File: config.mk
export PLATFORM = sky130hd
export DESIGN_NAME = serial_sub_nbit
export DESIGN_NICKNAME = d
export VERILOG_FILES = /design/src/rtl/serial_arith_pkg.sv /design/src/rtl/full_subtractor.sv /design/src/rtl/serial_sub_nbit.sv
export SDC_FILE = /design/constraint.sdc
export NUM_CORES = 1
export LEC_CHECK = 0
export ABC_AREA = 1
export BUFFER_PORTS_ARGS = -buffer_cell sky130_fd_sc_hd__buf_2
export CELL_PAD_IN_SITES_DETAIL_PLACEMENT = 1
export CELL_PAD_IN_SITES_GLOBAL_PLACEMENT = 1
export CORE_ASPECT_RATIO = 1.25
export CORE_MARGIN = 4
export CORE_UTILIZATION = 30
export CTS_CLUSTER_SIZE = 16
export DETAILED_ROUTE_END_ITERATION = 12
export PLACE_DENSITY_LB_ADDON = 0.1
export SLEW_MARGIN = 10
export SYNTH_ARGS = -nofsm -noshare
export SYNTH_HDL_FRONTEND = slang
export SYNTH_SLANG_ARGS = --single-unit
File: constraint.sdc
create_clock -name clk -period 1.6 [get_ports clk]
set_input_delay 0.08 -clock clk [delete_from_list [all_inputs] [get_ports clk]]
set_output_delay 0.08 -clock clk [all_outputs]
set_load 0.03 [all_outputs]
File: src/rtl/serial_arith_pkg.sv
// rtl/serial_arith_pkg.sv - shared types and constants for the serial arithmetic blocks
package serial_arith_pkg;

  typedef enum logic [1:0] {
    IDLE  = 2'd0,
    SHIFT = 2'd1,
    DONE  = 2'd2
  } state_t;

  localparam int N_DEF = 4;

endpackage

File: src/rtl/full_subtractor.sv
// rtl/full_subtractor.sv - 1-bit combinational subtractor cell
module full_subtractor (
  input  logic a,
  input  logic b,
  input  logic bin,
  output logic d,
  output logic bout
);

  always_comb begin
    d    = a ^ b ^ bin;
    bout = (~a & b) | (~(a ^ b) & bin);
  end

endmodule

File: src/rtl/serial_sub_nbit.sv
// rtl/serial_sub_nbit.sv - bit-serial N-bit subtractor, LSB first, start/done handshake
module serial_sub_nbit
  import serial_arith_pkg::*;
#(
  parameter int N = N_DEF
) (
  input  logic         clk,
  input  logic         rst_n,
  input  logic         start,
  input  logic [N-1:0] a,
  input  logic [N-1:0] b,
  input  logic         bin,
  output logic         busy,
  output logic         done,
  output logic [N-1:0] d,
  output logic         bout
);

  localparam int CW = (N > 1) ? $clog2(N) : 1;

  state_t        state_q, state_d;
  logic [CW-1:0] cnt_q, cnt_d;
  logic [N-1:0]  ra_q, ra_d;
  logic [N-1:0]  rb_q, rb_d;
  logic [N-1:0]  res_q, res_d;
  logic [N-1:0]  d_q, d_d;
  logic          brw_q, brw_d;
  logic          bout_q, bout_d;

  logic          fs_d;
  logic          fs_bout;
  logic          accept;
  logic          last;
  logic [N-1:0]  res_shift;

  full_subtractor u_fs (
    .a    (ra_q[0]),
    .b    (rb_q[0]),
    .bin  (brw_q),
    .d    (fs_d),
    .bout (fs_bout)
  );

  always_ff @(posedge clk or negedge rst_n) begin
    if (!rst_n) begin
      state_q <= IDLE;
      cnt_q   <= '0;
      ra_q    <= '0;
      rb_q    <= '0;
      res_q   <= '0;
      d_q     <= '0;
      brw_q   <= 1'b0;
      bout_q  <= 1'b0;
    end else begin
      state_q <= state_d;
      cnt_q   <= cnt_d;
      ra_q    <= ra_d;
      rb_q    <= rb_d;
      res_q   <= res_d;
      d_q     <= d_d;
      brw_q   <= brw_d;
      bout_q  <= bout_d;
    end
  end

  always_comb begin
    state_d = state_q;
    case (state_q)
      IDLE:    if (start) state_d = SHIFT;
      SHIFT:   if (cnt_q == CW'(N - 1)) state_d = DONE;
      DONE:    state_d = start ? SHIFT : IDLE;
      default: state_d = IDLE;
    endcase
  end

  // Start is only honoured outside SHIFT, so an in-flight operation is never disturbed.
  always_comb begin
    accept    = start && (state_q != SHIFT);
    last      = (state_q == SHIFT) && (cnt_q == CW'(N - 1));
    res_shift = (res_q >> 1) | (N'(fs_d) << (N - 1));

    cnt_d  = cnt_q;
    ra_d   = ra_q;
    rb_d   = rb_q;
    res_d  = res_q;
    brw_d  = brw_q;
    d_d    = d_q;
    bout_d = bout_q;

    if (accept) begin
      ra_d  = a;
      rb_d  = b;
      brw_d = bin;
      res_d = '0;
      cnt_d = '0;
    end else if (state_q == SHIFT) begin
      ra_d  = ra_q >> 1;
      rb_d  = rb_q >> 1;
      brw_d = fs_bout;
      res_d = res_shift;
      cnt_d = cnt_q + CW'(1);
      if (last) begin
        d_d    = res_shift;
        bout_d = fs_bout;
      end
    end
  end

  always_comb begin
    busy = (state_q == SHIFT);
    done = (state_q == DONE);
    d    = d_q;
    bout = bout_q;
  end

endmodule
==> run metrics <==
run status finished clean; part of the total power dissipated in the clock network 12.5%; number of global-route vias before repair about 860; width of the die roughly 59 um; worst min path class in -> reg; Max Fclk 0.697 GHz; Worst Skew between 0.01 and 0.015 ns; proportion of synthesized area in mux cells 0%; CORE AREA 3000 um2; power density of the placed cells around 1900 nW/um2; net count reported at finish between 100 and 150; later-pin clock latency in the skew report just over 0.3 ns; worst slack after detailed placement between 0.3 and 0.4 ns; share of cells above drive strength 1 24.4%; register share of total power 43.3%; number of warnings reported in the yosys synthesis log 0; xor/xnor cell area share of the yosys netlist 0%; combinational family with the most area after synthesis simple AND/OR/NAND/NOR gates; required time at the endpoint of the critical path approximately 1.5 ns; clock tree buffer depth 2; Critical Path AT roughly 1.4 ns; number of rows created at floorplan 22; final setup fails 0; # Max-Cap Violations 0; Async SR Flop Fraction 100%; count of pins over their slew limit 0; first-pass GRT wire length approximately 3.7 mm; internal portion of total power ~1.2 mW; global-route congestion overflow total 0; number of antenna violations at the first check in global routing 0; worst setup slack after layout 0.166 ns; minimum period implied by the final worst setup slack around 1.4 ns; routed length per placed instance 13.0 um; static power due to leakage around 0.58 nW; number of iterations in the first detailed-routing pass 2; cell area after synthesis just under 1000 um2; CTS Buf Count 3; average cell area after synthesis slightly above 9 um2; DIE HEIGHT ~71 um; final routed wirelength across all metal layers ~2.1 mm; compound-cell area share of the yosys netlist 1.17%; Die Area between 4000 and 5000 um2; master cell of the clock root buffer clkbuf_4; Setup Buffers After CTS 0; Total Negative Setup Slacks 0 ns; Reg clk slew, reported paths roughly 0.13 ns; number of library cell types mapped by synthesis 16; Worst Tran Pin Value between 0.4 and 0.5 ns; First DRT Iteration DRCs 16; most common cell in the synthesized netlist nand2_1; number of enable flip-flop cells after synthesis 0; maximum number of pins on one net before global-route repair 27; nets in the synthesized netlist 118; vias ~770; half-perimeter wire length of the detailed placement result between 1 and 1.5 mm; I/O pin total 19; PnR Total Power between 2 and 2.5 mW; count of endpoints failing hold in the final timing report 0; switching portion of total power a little under half; worst vdd rail ir drop 0.862 mV; RSZ-0062 raised after global routing no; part of the Yosys area used for sequential elements between 50% and 60%; Post-Synth Simple-Gate Area around 33%; most frequently used flop master after synthesis dfrtp_1; starting density of the core between 30% and 40%; area share of the largest cell type after synthesis roughly 55%; CTS HTree Levels 1; type of destination of the critical path primary output; total routing usage reported by global routing 11.3%; remaining max-slew budget at the tightest pin 68.3%; number of buffers inserted by port buffering 18; kind of start point of the critical path flip-flop; register bit total from synthesis 21; average via count per standard cell approximately 4.8; number of fillers in the final layout approximately 370; Tcrit/Tclk final around nine tenths; n_diodes 0; P&R area growth vs syn 13.9%; switching component of the power around 960 uW; share of total power in combinational logic 44.2%; routability congestion estimate from global placement 0.710; Clock Sinks 21; fraction of the mapped netlist area in adder cells between 3 and 4%; Critical Path Fanout Max 13; most common library cells after synthesis 32 x nand2_1, 29 x nand3_1, 21 x dfrtp_1; clock tree from TritonCTS done; remaining antenna violation count 0; dominant cells by area after synthesis dfrtp_1 55%, nand3_1 15%, nand2_1 12%, buf_6 3.5%, nor2_4 2.3%; critical path class reg -> out; synthesized instance count between 100 and 150; final core area utilization 36.6%; residual DRC count 0; dominant cell type by area after synthesis dfrtp_1
==> logic make-up (layout without fill, tap and decap cells) <==
family                   after synthesis  in the layout
AND/OR/NAND/NOR                       67             67
flip-flops                            21             21
buffers and inverters                 12             31
AO/OA/AOI/OAI                          2              2
adder cells (fa/ha/maj)                2              2
==> per-stage QoR <==
step	std cells	area (um2)	hold WS, ns
after CTS	159	1100	0.00102
after global placement	153	1050	0.0739
after detailed placement	153	1050	0.0725
final	159	1100	0.00917
after floorplan	104	963	-0.216
after global routing	159	1100	0.00755
==> critical path, stage by stage (launching register included) <==
cell	delay, ns
dfrtp_1	0.46
inv_2	0.06
nor2_4	0.26
buf_2	0.27
==> path summary, 6_finish.rpt <==
check / end / start / slack, ns / depth (start not counted)
worst max-delay path: busy / state_q[0] / 0.17 / 3
worst min-delay path: rb_q[0] / b[0] / 0.009 / 3
worst max register to register: d[2] / state_q[0] / 0.37 / 5
worst min register to register: d[0] / res_q[1] / 0.48 / 2
max in group asynchronous: rb_q[2] / rst_n / 1.02 / 2
min in group asynchronous: res_q[2] / rst_n / 0.24 / 2
==> layout make-up <==
type / count / area, um2 / area share [%]
clock buffer: 3 / 22.5 / 2.05
clock inverter: 1 / 5.00 / 0.456
inverter: 7 / 26.3 / 2.39
multi-input combinational: 71 / 363 / 33.1
sequential: 21 / 526 / 47.9
tap: 36 / 45.0 / 4.10
timing repair buffer: 20 / 110 / 10.0
==> power by group through the flow <==
stage	logic [mW]	clock network (mW)	registers, mW
detailed placement	0.963	0	0.928
floorplan	0.691	0	1.01
finish	0.932	0.264	0.914
global route	1.06	0.296	0.946
global placement	0.939	0	0.919
CTS	0.969	0.281	0.918
==> what timing repair did <==
action	CTS	global route
hold endpoints to repair	22	0
setup endpoints to repair	0	0
hold buffers	2	0
resized for setup	0	0
==> registers in the layout (all words and copies together) (netlist names) <==
register,cells
res_q,3
state_q,2
bout,1
ra_q,4
brw_q,1
d,4
cnt_q,2
rb_q,4
==> per-layer routing <==
layer,wire (um),vias up,global-route usage (%)
li1,-,376,-
met1,937,372,13.4
met2,1030,15,19.4
met3,82,2,2.16
met4,16,0,5.29
met5,0,-,0
==> cell usage in the layout, fill, tap and decap left out <==
| master | count |
|---|---|
| nor2_1 | 1 |
| clkinv_2 | 1 |
| fa_1 | 1 |
| o22ai_1 | 1 |
| clkbuf_4 | 3 |
| dlygate4sd3_1 | 2 |
| nand3_2 | 1 |
| o21ai_1 | 1 |
| ha_1 | 1 |
| nand2_2 | 1 |
| nor2_4 | 2 |
| buf_2 | 18 |
| inv_2 | 3 |
| dfrtp_1 | 21 |
| nand2_4 | 1 |
| nand2_1 | 32 |
| nand3_1 | 29 |
| inv_1 | 4 |
Power figures use the tool's default switching activity.
